`src/rtl/ocsim_data_source.sv`:
```
// ocsim_data_source: valid/ready stream source with a small internal queue,
// an optional auto-incrementing pattern generator and a random duty-cycle
// gate on launches.
// Control that a bench would normally drive through tasks is exposed as
// ports:
//   running      start/stop new launches (a presented beat is never withdrawn).
//   dutyCycle    launch probability in percent; values above 100 act as 100.
//   patternEn    fill empty slots with patternNext when the queue is empty.
//   patternLoad  one-cycle pulse that loads patternNext from patternSeed.
//   sendValid    push sendData; it lands behind any queued entries.
//   sendReady    low when the queue is full.
// When the queue is empty, a pushed item may launch in the same cycle it is
// pushed, so an item offered before posedge N is valid right after posedge N.
// Depth must be a power of two so the queue pointers wrap naturally.
module ocsim_data_source #(
  parameter type Type = logic [31:0],
  parameter int Depth = 16,
  localparam int AddrW = $clog2(Depth)
) (
  input  logic             clock,
  input  logic             reset,
  input  logic             running,
  input  logic [7:0]       dutyCycle,
  input  logic             patternEn,
  input  logic             patternLoad,
  input  Type              patternSeed,
  input  logic             sendValid,
  input  Type              sendData,
  output logic             sendReady,
  output Type              outData,
  output logic             outValid,
  input  logic             outReady,
  output logic [31:0]      count,
  output logic             idle,
  output logic [AddrW:0]   queueLevel
);

  Type              memReg [Depth];
  logic [AddrW-1:0] wrPtrReg;
  logic [AddrW-1:0] rdPtrReg;
  logic [AddrW:0]   levelReg;
  logic [AddrW:0]   levelNext;
  logic             outValidReg;
  logic             outValidNext;
  Type              outDataReg;
  Type              outDataNext;
  Type              patternNextReg;
  Type              patternNextNext;
  logic [31:0]      countReg;
  logic [15:0]      lfsrReg;
  logic             lfsrFeedback;

  logic [7:0]       dutyClamped;
  logic             randHit;
  logic             queueEmpty;
  logic             queueFull;
  logic             pushAccept;
  logic             slotFree;
  logic             launchOk;
  logic             popFifo;
  logic             bypass;
  logic             usePattern;
  logic             writeFifo;

  // Launch decision: queued items first, then a same-cycle push, then pattern.
  always_comb begin
    dutyClamped  = (dutyCycle > 8'd100) ? 8'd100 : dutyCycle;
    // Remainder is 0..99, so 100% always hits and 0% never does.
    randHit      = (lfsrReg % 16'd100) < {8'd0, dutyClamped};
    lfsrFeedback = lfsrReg[15] ^ lfsrReg[13] ^ lfsrReg[12] ^ lfsrReg[10];
    queueEmpty   = (levelReg == '0);
    queueFull    = (levelReg == (AddrW+1)'(Depth));
    pushAccept   = sendValid && !queueFull;
    slotFree     = !outValidReg || outReady;
    launchOk     = slotFree && running && randHit;
    popFifo      = launchOk && !queueEmpty;
    bypass       = launchOk && queueEmpty && pushAccept;
    usePattern   = launchOk && queueEmpty && !pushAccept && patternEn;
    writeFifo    = pushAccept && !bypass;
    levelNext    = levelReg + (AddrW+1)'(writeFifo) - (AddrW+1)'(popFifo);
  end

  // Output beat selection; an unaccepted beat is held untouched.
  always_comb begin
    outValidNext    = outValidReg;
    outDataNext     = outDataReg;
    patternNextNext = patternNextReg;
    if (slotFree) begin
      outValidNext = popFifo || bypass || usePattern;
      if (popFifo) begin
        outDataNext = memReg[rdPtrReg];
      end else if (bypass) begin
        outDataNext = sendData;
      end else if (usePattern) begin
        outDataNext = patternNextReg;
      end
    end
    if (patternLoad) begin
      patternNextNext = patternSeed;
    end else if (usePattern) begin
      patternNextNext = patternNextReg + Type'(1);
    end
  end

  // Control state; reset drops any in-flight beat without counting it.
  always_ff @(posedge clock) begin
    if (reset) begin
      outValidReg    <= 1'b0;
      outDataReg     <= '0;
      wrPtrReg       <= '0;
      rdPtrReg       <= '0;
      levelReg       <= '0;
      countReg       <= '0;
      patternNextReg <= patternSeed;
      lfsrReg        <= 16'hACE1;
    end else begin
      outValidReg    <= outValidNext;
      outDataReg     <= outDataNext;
      levelReg       <= levelNext;
      patternNextReg <= patternNextNext;
      lfsrReg        <= {lfsrReg[14:0], lfsrFeedback};
      if (outValidReg && outReady) begin
        countReg <= countReg + 32'd1;
      end
      if (writeFifo) begin
        wrPtrReg <= wrPtrReg + AddrW'(1);
      end
      if (popFifo) begin
        rdPtrReg <= rdPtrReg + AddrW'(1);
      end
    end
  end

  // Queue storage; contents need no reset because the pointers gate them.
  always_ff @(posedge clock) begin
    if (!reset && writeFifo) begin
      memReg[wrPtrReg] <= sendData;
    end
  end

  assign outValid   = outValidReg;
  assign outData    = outDataReg;
  assign count      = countReg;
  assign sendReady  = !queueFull;
  assign idle       = queueEmpty && !outValidReg;
  assign queueLevel = levelReg;

endmodule
```
`config.mk`:
```
export PLATFORM = sky130hd
export DESIGN_NAME = ocsim_data_source
export DESIGN_NICKNAME = d
export VERILOG_FILES = /design/src/rtl/ocsim_data_source.sv
export SDC_FILE = /design/constraint.sdc
export NUM_CORES = 1
export LEC_CHECK = 0
export ABC_CLOCK_PERIOD_IN_PS = 12600
export BUFFER_PORTS_ARGS = -buffer_cell sky130_fd_sc_hd__buf_2
export CORE_ASPECT_RATIO = 0.6
export CORE_MARGIN = 1.5
export CORE_UTILIZATION = 45
export CTS_BUF_LIST = sky130_fd_sc_hd__clkbuf_16
export DETAILED_ROUTE_END_ITERATION = 10
export SLEW_MARGIN = 40
export SYNTH_ARGS = -nofsm -noshare
export SYNTH_HDL_FRONTEND = slang
export SYNTH_SLANG_ARGS = --single-unit
```
`constraint.sdc`:
```
create_clock -name clock -period 12.6 [get_ports clock]
set_input_delay 2.52 -clock clock [delete_from_list [all_inputs] [get_ports clock]]
set_output_delay 2.52 -clock clock [all_outputs]
set_load 0.03 [all_outputs]
```
* Word level (Yosys, flattened, before mapping)
Memory sizes are Yosys's and may differ from the RTL's. A register that Yosys moved wholly into a read port is not among the register bits.
Index checks and enable logic that the tools add are counted.
** Operators by class
- Add/subtract/negate cells :: 6
- Multiply operators :: 0
- Div/mod/pow operators :: 1
- Order comparisons :: 2
- Eq/ne operators :: 1
- Shifts and indexed selects :: 0
- Muxes and demuxes :: 11
- Bitwise gates (word level) :: 3
- Reduce and logical (&&, ||, !) cells :: 25
** Operator list (number)
- two-way mux 32 bit :: 6
- adder 32 x 1 -> 32 bit, second input constant :: 2
- < comparator 16 x 8 -> 1 bit :: 1
- modulo 16 x 7 -> 16 bit, second input constant :: 1
- logical AND 1 bit :: 12
- adder 4 x 1 -> 4 bit, second input constant :: 2
- > comparator 8 x 7 -> 1 bit, second input constant :: 1
- two-way mux 4 bit :: 2
- two-way mux 8 bit :: 1
- zero test 1 bit :: 6
- nonzero test 3 bit :: 2
- adder 5 x 1 -> 5 bit :: 1
- == test 5 bit, second input constant :: 1
- zero test 5 bit :: 1
- subtractor 5 x 1 -> 5 bit :: 1
- logical OR 1 bit :: 3
- bitwise XOR 1 bit :: 3
- two-way mux 1 bit :: 2
- AND reduction 2 bit :: 1
** Word-level totals
- Register bits after elaboration :: 126
- Bits in latches :: 0
- RAM bits :: 512
- Memory bits (read-only) :: 0
- Input bits :: 79
- Output and inout port bits :: 72
- Logic and storage cells :: 58
- Memories kept :: 1
** Memory list
- memReg :: depth 16, bits a word 32, rd ports 1, clocked after Yosys merged registers in 1, wr ports 1, line 38 : Type memReg [Depth];

* Depth between registers and ports, before layout
Gate-level depths: netlist (run 1).
- Depth in word-level cells :: 11
- Depth in mapped cells :: 44
- Mapped depth without buffers :: 41

* Worst setup path after synthesis (run 1)
Ideal clock, no wire load.
- Path type :: register to register
- From :: register lfsrReg[10]
- To :: memory memReg[15][0] (netlist name), enable pin
- Setup time :: 0.421 ns
- Arrival :: 7.847 ns
- Data required time :: 12.179 ns
- Path slack :: 4.331 ns
- Cell stages (with the launch flop) :: 36
- Buffers on the path :: 3
- Clock period less this slack :: 8.269 ns
- Path through :: dfxtp_1 > buf_2 > buf_2 > a21boi_0 > o21bai_1 > a221o_1 > a211oi_4 > nor3_2 > a211o_1 > and4_1 > or3_4 > and2_4 > a21oi_4 > o21bai_4 > a21oi_4 > mux2i_4 > o21ai_1 > a221o_1 > buf_6 > o2111a_1 > nor3_2 > a21o_1 > xnor2_1 > ha_1 > a21oi_1 > nor2b_1 > o21ai_0 > nand2b_1 > a21oi_1 > nor2b_1 > o21ai_0 > nand4b_1 > nor2b_1 > nor2_1 > nand2_1 > nor2_1
** On the way
- Cells in the longest elaborated chain, start to end :: 10
** Ends and longest elaborated chain
- start: declaration :: line 50 : logic [15:0] lfsrReg;
- start signal: assignment :: line 121 : lfsrReg <= {lfsrReg[14:0], lfsrFeedback};
- modulo 16 x 7 -> 16 bit :: line 69 : randHit = (lfsrReg % 16'd100) < {8'd0, dutyClamped};
- < comparator 16 x 8 -> 1 bit :: line 69
- logical AND 1 bit :: line 75 : launchOk = slotFree && running && randHit;
- logical AND 1 bit (2 in series) :: line 77 : bypass = launchOk && queueEmpty && pushAccept;
- zero test 1 bit :: line 79 : writeFifo = pushAccept && !bypass;
- logical AND 1 bit :: line 79
- logical AND 1 bit :: line 136 : if (!reset && writeFifo) begin
- two-way mux 1 bit :: line 136
- two-way mux 1 bit (not written as such) :: line 137 : memReg[wrPtrReg] <= sendData;
- end: declaration :: line 38
Every way passes these cells.

* Worst setup path after layout (run 1)
- From :: register lfsrReg[14]
- To :: register levelReg[4], in the netlist queueLevel[4]
** On the way
- Elaborated cells on any way between the ends :: 10
- Those cells by class :: add/sub: 2; div: 1; order compare: 1; reduce/logical: 6
** RTL lines
- modulo 16 x 7 -> 16 bit :: line 69
- < comparator 16 x 8 -> 1 bit :: line 69
- logical AND 1 bit :: line 75
- logical AND 1 bit :: line 76 : popFifo = launchOk && !queueEmpty;
- named net popFifo :: line 60 : logic popFifo;
- subtractor 5 x 1 -> 5 bit :: line 80 : levelNext = levelReg + (AddrW+1)'(writeFifo) - (AddrW+1)'(popFifo);
- end signal: assignment :: line 119 : levelReg <= levelNext;
- end: declaration :: line 41 : logic [AddrW:0] levelReg;
The timed path passes the listed nets, and every way through them passes these cells.
A chain may end at the register's enable or synchronous reset.

==> results.md, run 1 <==
Outcome:
- The run finished with clean final reports.

GRT:
- The first global-routing pass estimated 105000 um of wire.
- The via count of the first global-routing pass is 15900.
- Global routing used 22.5% of the available tracks.
- The initial antenna violation count came to 4.
- The remaining global-route overflow is 0.
- The largest net degree at the start of global routing is 66.

Synthesis:
- The number of different library cells in the post-synthesis netlist is 113.
- After synthesis, the largest area contributor takes up 58.8% of total cell area.
- The post-synthesis cell type with the largest combined area is edfxtp_1.
- Dividing the synthesized area by the synthesized cell count gives 16.1 um2.
- After Yosys synthesis, XOR and XNOR cells account for 2.49% of the synthesized area.
- After synthesis the cells add up to 27800 um2.
- Counting instances in the post-synthesis netlist gives the leading cell types as edfxtp_1, mux4_2, nor2_1.
- The multiplexer share of the synthesized area is 13.4%.
- After synthesis, the share of flip-flops with an asynchronous set or reset is 0%.
- The share of the Yosys chip area taken by registers is 65.8%.
- In this run, synthesis inferred 544 flip-flops with an integrated enable.
- Counting every instance in the synthesized netlist gives 1729.
- Yosys attributes the largest share of cell area to edfxtp_1, mux4_2, dfxtp_1.
- The synthesized netlist devotes 7.72% of its cell area to compound gates.
- The most instantiated flip-flop cell in the synthesis netlist is edfxtp_1.
- The leading cell type by number of instances after synthesis is edfxtp_1.
- The dominant combinational cell family by area after synthesis is multiplexers.
- In this run, synthesis produced a sequential element count of 642.
- The number of nets in the synthesized netlist is 1829.
- The Yosys step of the flow raised 0 warnings.
- Of the total synthesized cell area, the portion taken by full adders, half adders and majority gates is 1.04%.
- The post-synthesis share of cell area spent on and, or, nand and nor gates is 7.70%.

Clock network:
- The CTS tree is yes.
- The count of hold buffers inserted by post-cts repair is 0.
- After clock tree synthesis, the repair step resized 0 gates.
- The clock insertion delay at the later pin of the skew report is 0.63 ns.
- The H-tree was split into 2 levels.
- The clock transition at the register clock pins on the worst setup and hold paths after CTS is 0.07 ns.
- The TritonCTS sink count is 642.
- The clock passes through at most 3 buffers.
- CTS placed an instance of clkbuf_16 at the clock tree root.
- In this run the post-CTS setup repair buffer count came out at 0.
- The CTS buffer count is 59.

Floorplan:
- 151 I/O pins were placed.
- The effective utilization at floorplan is 45.6%.
- After floorplanning, the core was divided into 70 placement rows.
- The die area is 63300 um2.
- The core area is 61000 um2.
- The floorplan die height is 196 um.
- The floorplan step set the die width to 324 um.

STA:
- The final number of max-transition violations is 0.
- The final worst-path setup slack is 2.43 ns.
- The setup clock skew after layout is 0.0344 ns.
- The worst path uses 80.8% of the clock period.
- Setup violations remaining at the end of the flow were counted as 0.
- The worst slew margin relative to its limit is 45.7%.
- Setup repair after global routing left no endpoint under its margin.
- The transition time of the tightest slew-check pin is 0.812 ns.
- The peak clock frequency supported by timing is 0.0983 GHz.
- The final-report hold violation count was 0.
- After routing, the total negative slack on setup checks comes to 0 ns.
- The minimum clock period after layout is 10.17 ns.

Drt:
- The first TritonRoute pass finished after 5 iterations.
- The routed layout has 16400 vias.
- Using the TritonRoute via totals, the vias-per-cell ratio works out to 5.92.
- The number of design rule violations left after detail routing is 0.
- The count of nets left with antenna violations once routing finished came out at 0.
- The starting DRC count in detailed routing is 1784.
- Wires add up to 70500 um.
- In the final routed layout, each cell accounts on average for 25.5 um.

Setup path:
- At the worst endpoint, the arrival time is 10.63 ns.
- On the critical path, the stage with the largest delay is an instance of dfxtp_1.
- In this run the worst path has a maximum fanout of 38.
- The sort of element at the end of the critical path is a flip-flop.
- Data on the critical path is required at its endpoint by 13.05 ns.
- The critical path is of the flip-flop to flip-flop type.
- In this design, the stage delay of the slowest critical-path cell is 0.78 ns.
- The type of element launching the critical path is a flip-flop.

Layout:
- The storage element area is 18300 um2.
- In the final layout, the share of cells above drive strength 1 is 27.4%.
- The number of nets in the final layout is 1981.
- The summed area of non-filler cells in the final layout is 31500 um2.
- In the final layout, the multi-input gates occupy 9150 um2.
- The area growth from synthesis to layout is 13.4%.
- The total of fill cells in the finished design is 5065.

Placement:
- In this run the cell area measured after placement is 29600 um2.
- The setup slack after placement is 2.62 ns.
- The number of input and output port buffers inserted is 150.
- Once detailed placement completed, the half-perimeter wirelength came to 42600 um.
- The final weighted congestion in routability-driven placement is 0.885.

Pwr:
- The static leakage power is 10.3 nW.
- The peak ir drop on the vdd network is 0.134 mV.
- The completed layout was analyzed and its total power is 6.14 mW.
- Dividing total power by cell area gives a power density of 195 nW/um2.

Flow run:
- The tool flagged a number of max-cap violations equal to 0.

Hold path:
- The worst min-delay path category is flip-flop to flip-flop.
metrics by stage:
step,cells,utilization (%),hold WS (ns)
after global routing,2761,51.7,0.484
final,2762,51.7,0.469
after CTS,2760,51.7,0.471
after global placement,2647,48.5,0.459
after detailed placement,2648,48.6,0.462
after floorplan,1729,-,0.428
registers in the layout, summed over array words and instances, names as in the netlist, named ones only:
name            flops
rdPtrReg            4
lfsrReg            16
outValid            1
queueLevel          5
memReg            512
outData            32
count              32
wrPtrReg            4
patternNextReg     32
metal layers:
layer	up-vias	global-route usage [%]	part of all wire, %
met5	-	0	0.040
met4	6	4.26	1.4
met3	80	4.80	8.1
met2	629	33.4	45
met1	8431	34.4	45
li1	7214	-	-
final timing paths:
check / start / endpoint / slack [ns] / cells past startpoint
worst max-delay path: lfsrReg[14] / queueLevel[4] / 2.43 / 40
worst min-delay path: lfsrReg[1] / lfsrReg[2] / 0.47 / 1
worst max register to register: lfsrReg[14] / queueLevel[4] / 2.43 / 40
worst min register to register: lfsrReg[1] / lfsrReg[2] / 0.47 / 1
cell type report:
type,count,area share [%]
antenna,2,0.0159
clock buffer,60,4.76
clock inverter,52,1.27
multi-input combinational,969,29.0
timing repair buffer,180,3.18
sequential,642,58.1
tap,828,3.29
inverter,29,0.345
critical path, delay by kind of cell (launching register included):
kind,cells,cell delay (ns)
DFF,1,0.78
and+or+nand+nor,14,3.19
buffers and inverters,5,0.75
adders and majority gates,4,1.07
xor gates and xnor gates,1,0.14
AOI/OAI and AO/OA,16,4.03
kinds of logic (layout without fill, tap and decap cells):
kind of cell             after synthesis  count (layout)
flip-flops                           642             642
AND/OR/NAND/NOR                      422             422
AO/OA/AOI/OAI                        277             277
multiplexers                         170             170
buffers and inverters                118             321
XOR/XNOR                              75              75
adder cells (fa/ha/maj)               23              23
other                                  2               4
power by group:
group / total (mW) / internal [mW] / switching [mW] / leakage [nW]
clock: 1.76 / 0.970 / 0.791 / 0.980
sequential: 2.55 / 2.43 / 0.123 / 5.75
combinational: 1.83 / 0.735 / 1.09 / 3.60
total: 6.14 / 4.13 / 2.01 / 10.3
layout by cell type (no fill, tap or decap), drive strengths merged, types with 21 or more instances in the layout:
cell / netlist / layout
clkinv: 3 / 28
xor2: 54 / 54
clkbuf: 61 / 60
nand3: 37 / 37
xnor2: 21 / 21
dfxtp: 98 / 98
a21oi: 39 / 39
nor3: 49 / 49
edfxtp: 544 / 544
nor2: 111 / 111
inv: 26 / 44
o21ai: 63 / 63
nand2: 99 / 99
o22ai: 68 / 68
buf: 28 / 180
mux4: 160 / 160
Power figures use the tool's default switching activity.
==> run 2: changes to the inputs <==
--- a/config.mk
+++ b/config.mk
@@ -5,7 +5,8 @@
 export SDC_FILE = /design/constraint.sdc
 export NUM_CORES = 1
 export LEC_CHECK = 0
-export ABC_CLOCK_PERIOD_IN_PS = 12600
+export ABC_AREA = 1
+export ABC_CLOCK_PERIOD_IN_PS = 10100
 export BUFFER_PORTS_ARGS = -buffer_cell sky130_fd_sc_hd__buf_2
 export CORE_ASPECT_RATIO = 0.6
 export CORE_MARGIN = 1.5
==> constraint.sdc (replaced) <==
create_clock -name clock -period 10.1 [get_ports clock]
set_input_delay 2.02 -clock clock [delete_from_list [all_inputs] [get_ports clock]]
set_output_delay 2.02 -clock clock [all_outputs]
set_load 0.03 [all_outputs]
==> results.md, run 2 <==
Synthesis:
- In the post-synthesis netlist, the cell with the most instances is edfxtp_1.
- The net count after synthesis is 2650.
- The area of the mapped netlist is 28700 um2.
- In this run, synthesis produced a sequential element count of 642.
- The number of different library cells in the post-synthesis netlist is 50.
- The async set-or-reset flop fraction in the synthesized netlist is 0%.
- The share of synthesized area in the top cell type comes to 57.0%.
- Counting flops with a built-in enable in the synthesized netlist gives 544.
- A synthesized cell averages 11.2 um2.
- The cell count after synthesis is 2550.
- The Yosys step of the flow raised 0 warnings.
- The post-synthesis cell type with the largest combined area is edfxtp_1.
- Sorting the synthesized cells by area gives the leading types as edfxtp_1, dfxtp_1, o21ai_0.
- The part of the Yosys area used for sequential elements is 63.9%.
- Ranked by instance count, the synthesized netlist is headed by edfxtp_1, o21ai_0, nand2_1.
- For this run, the leading register cell type out of synthesis is edfxtp_1.

Clock network:
- Clock-pin slew was measured on the worst setup and hold paths at 0.06 ns.
- The TritonCTS sink count is 642.
- The clock insertion delay at the later pin of the skew report is 0.63 ns.
- The number of setup buffers added after CTS is 0.
- Buffers inserted to repair hold after CTS numbered 0.
- The CTS tree is yes.
- Buffers inserted during clock tree synthesis total 61.
- Post-CTS repair changed the size of 0 cells.
- The root buffer cell is clkbuf_16.
- The H-tree generated during clock tree synthesis spans 2 levels.
- No sink is reached through more buffers than the 3 on the longest clock path.

Drt:
- In the final routed layout, each cell accounts on average for 22.2 um.
- The routed wire length is 79200 um.
- Dividing the detail-routed via count by the number of cells gives 5.60.
- After detailed routing, the number of remaining DRC violations is 0.
- After the first detailed-routing iteration, the DRC count stood at 2274.
- The residual antenna-violating net count after detailed routing is 0.
- The total iterations of the first detailed-routing run is 6.
- Summing over every cut layer, the via total after detailed routing is 20000.

Layout:
- The post-layout utilization of the core is 51.8%.
- The total of fill cells in the finished design is 5470.
- The most common cell after layout, fill and taps aside is edfxtp_1.
- For this run, the post-layout net count is 2772.
- The register with the most flip-flops in the layout has 512 of them.
- The area growth from synthesis to layout is 13.4%.
- The register with the most flip-flops is memReg.
- The share of final-layout standard cells stronger than drive strength 1 is 16.0%.
- The final cell count without fillers is 3570.
- Leaving out fill and tap cells, the most frequent cells in the layout are edfxtp_1, o21ai_0, nand2_1.

Floorplan:
- In this run the count of I/O pins placed on the die edge is 151.
- The die covers 65300 um2.
- In this run the horizontal extent of the chip is 329 um.
- The core area is 62800 um2.
- Measured along the y axis, the die boundary spans 198 um.
- The initial utilization of the core area, before any placement, comes to 45.6%.
- The number of placement rows is 71.

Setup path:
- The source of the critical timing path is lfsrReg[15].
- The setup check on the worst reg-to-reg path leaves a slack of 1.48 ns.
- The worst setup path is captured at a flip-flop.
- For the worst flop-to-flop path, the logic depth is 64.
- The highest net fanout along the worst path is 28.
- Among the stages of the critical path, the cell type that occurs most often is nand2_1.
- The required time of the worst setup path is 10.61 ns.
- The most critical setup path has its endpoint at queueLevel[4].
- The worst setup path is launched from a flip-flop.
- The data arrival time of the critical path is 9.13 ns.
- The standard cell with the maximum stage delay on the critical path is inv_2.
- The capture point of the worst reg-to-reg path is queueLevel[4].
- The largest single stage delay on the critical path is 0.61 ns.
- The worst register-to-register path begins at lfsrReg[15].
- The worst setup path is of the flip-flop to flip-flop kind.

STA:
- The routed design could run at a clock period as short as 8.62 ns.
- The worst pin sits at a relative slew slack of 44.1%.
- Setup slack closes at 1.48 ns.
- The final number of max-transition violations was 0.
- The peak clock frequency supported by timing is 0.116 GHz.
- Clock skew on the completed layout was measured at 0.0124 ns.
- The transition time of the tightest slew-check pin is 0.837 ns.
- Setup violations remaining at the end of the flow were counted as 0.
- The setup total negative slack is 0 ns.
- The final-report hold violation count came to 0.
- Setup repair after global routing left no endpoint under its margin.
- The period utilization is 85.4%.

Hold path:
- The startpoint identified for the worst hold timing path is outData[3].
- In this run the worst hold path is classified as flip-flop to flip-flop.

Placement:
- The final weighted congestion in routability-driven placement is 0.836.
- The half-perimeter wire length after placement is 47300 um.
- After detailed placement, the design holds a cell count of 3448.
- The number of input and output port buffers inserted is 150.
- The setup slack after placement is 1.60 ns.

GRT:
- The initial antenna violation count is 8.
- The via count of the first global-routing pass was 18800.
- The remaining global-route overflow is 0.
- For this run, the total global-route usage over all layers was measured as 24.1%.
- The first global-routing pass estimated 118000 um of wire.
- The largest net degree at the start of global routing is 107.

Pwr:
- The static leakage power is 11.8 nW.
- IR analysis of the VDD net gives a maximum drop of 0.398 mV.
- For this design the ratio of total power to cell area is 310 nW/um2.

Flow run:
- The number of maximum-capacitance violations is 0.

Outcome:
- The run finished with clean final reports.
## run 2: changes by cell type in the layout (fill, tap and decap cells not counted), moves of 76 or more
cell,previous run,this run
inv_1,39,278
a21oi_1,33,228
mux2i_1,6,126
o21ai_0,56,298
o211ai_1,6,82
mux4_2,160,0
nand2_1,99,280
## run 2: worst min path at each step
stage                            end  slack (ns)  cells past startpoint
after floorplan           lfsrReg[1]        0.41                      2
after global placement    outData[3]        0.46                      2
after detailed placement  outData[3]        0.45                      2
after CTS                 outData[3]        0.46                      2
after global routing      outData[4]        0.50                      2
final                     outData[3]        0.47                      2
## run 2: layout make-up
class,count,area [um2],share of cell area (%)
Sequential cell,642,18300,56.3
Tap cell,839,1050,3.23
Clock inverter,55,463,1.42
Timing Repair Buffer,188,1120,3.46
Multi-Input combinational cell,1495,8940,27.5
Clock buffer,61,1530,4.70
Inverter,284,1070,3.30
Antenna cell,6,15.0,0.0462
## run 2: metal layers
metal  GRT usage, %  wire [um]  vias up
met4           4.51        994        4
met5           2.10        198        -
met3           4.62       7320       84
met1           36.8      36300     9767
met2           35.6      34400      760
li1               -          -     9365
## run 2: critical path: cells and delay by family, from the launching register on
family                   cells  cell delay (ns)
AND/OR/NAND/NOR             46             4.86
adder cells (fa/ha/maj)      4             1.18
AO/OA/AOI/OAI                6             0.92
buffers and inverters        8             1.09
flip-flops                   1             0.45
## run 2: cells by family after synthesis
group / count (synthesis) / share of synthesized area (%)
buffers and inverters: 413 / 5.41
XOR/XNOR: 29 / 0.913
adder cells (fa/ha/maj): 21 / 0.943
AND/OR/NAND/NOR: 617 / 10.5
AO/OA/AOI/OAI: 689 / 13.5
other: 2 / 0.0262
multiplexers: 137 / 4.83
flip-flops: 642 / 63.9
## run 2: power breakdown
part / internal [mW] / leakage (nW) / switching (mW)
Sequential: 3.04 / 5.74 / 0.131
Combinational: 1.49 / 5.07 / 3.09
Clock: 1.28 / 1.03 / 1.02
Total: 5.82 / 11.8 / 4.25
## run 2: per-stage QoR
step	total power [mW]	hold WS, ns	instance area, um2
global route	10.7	0.497	32500
finish	10.1	0.465	32500
global placement	7.57	0.457	30400
detailed placement	7.75	0.453	30500
CTS	10.1	0.463	32500
floorplan	6.54	0.411	28700
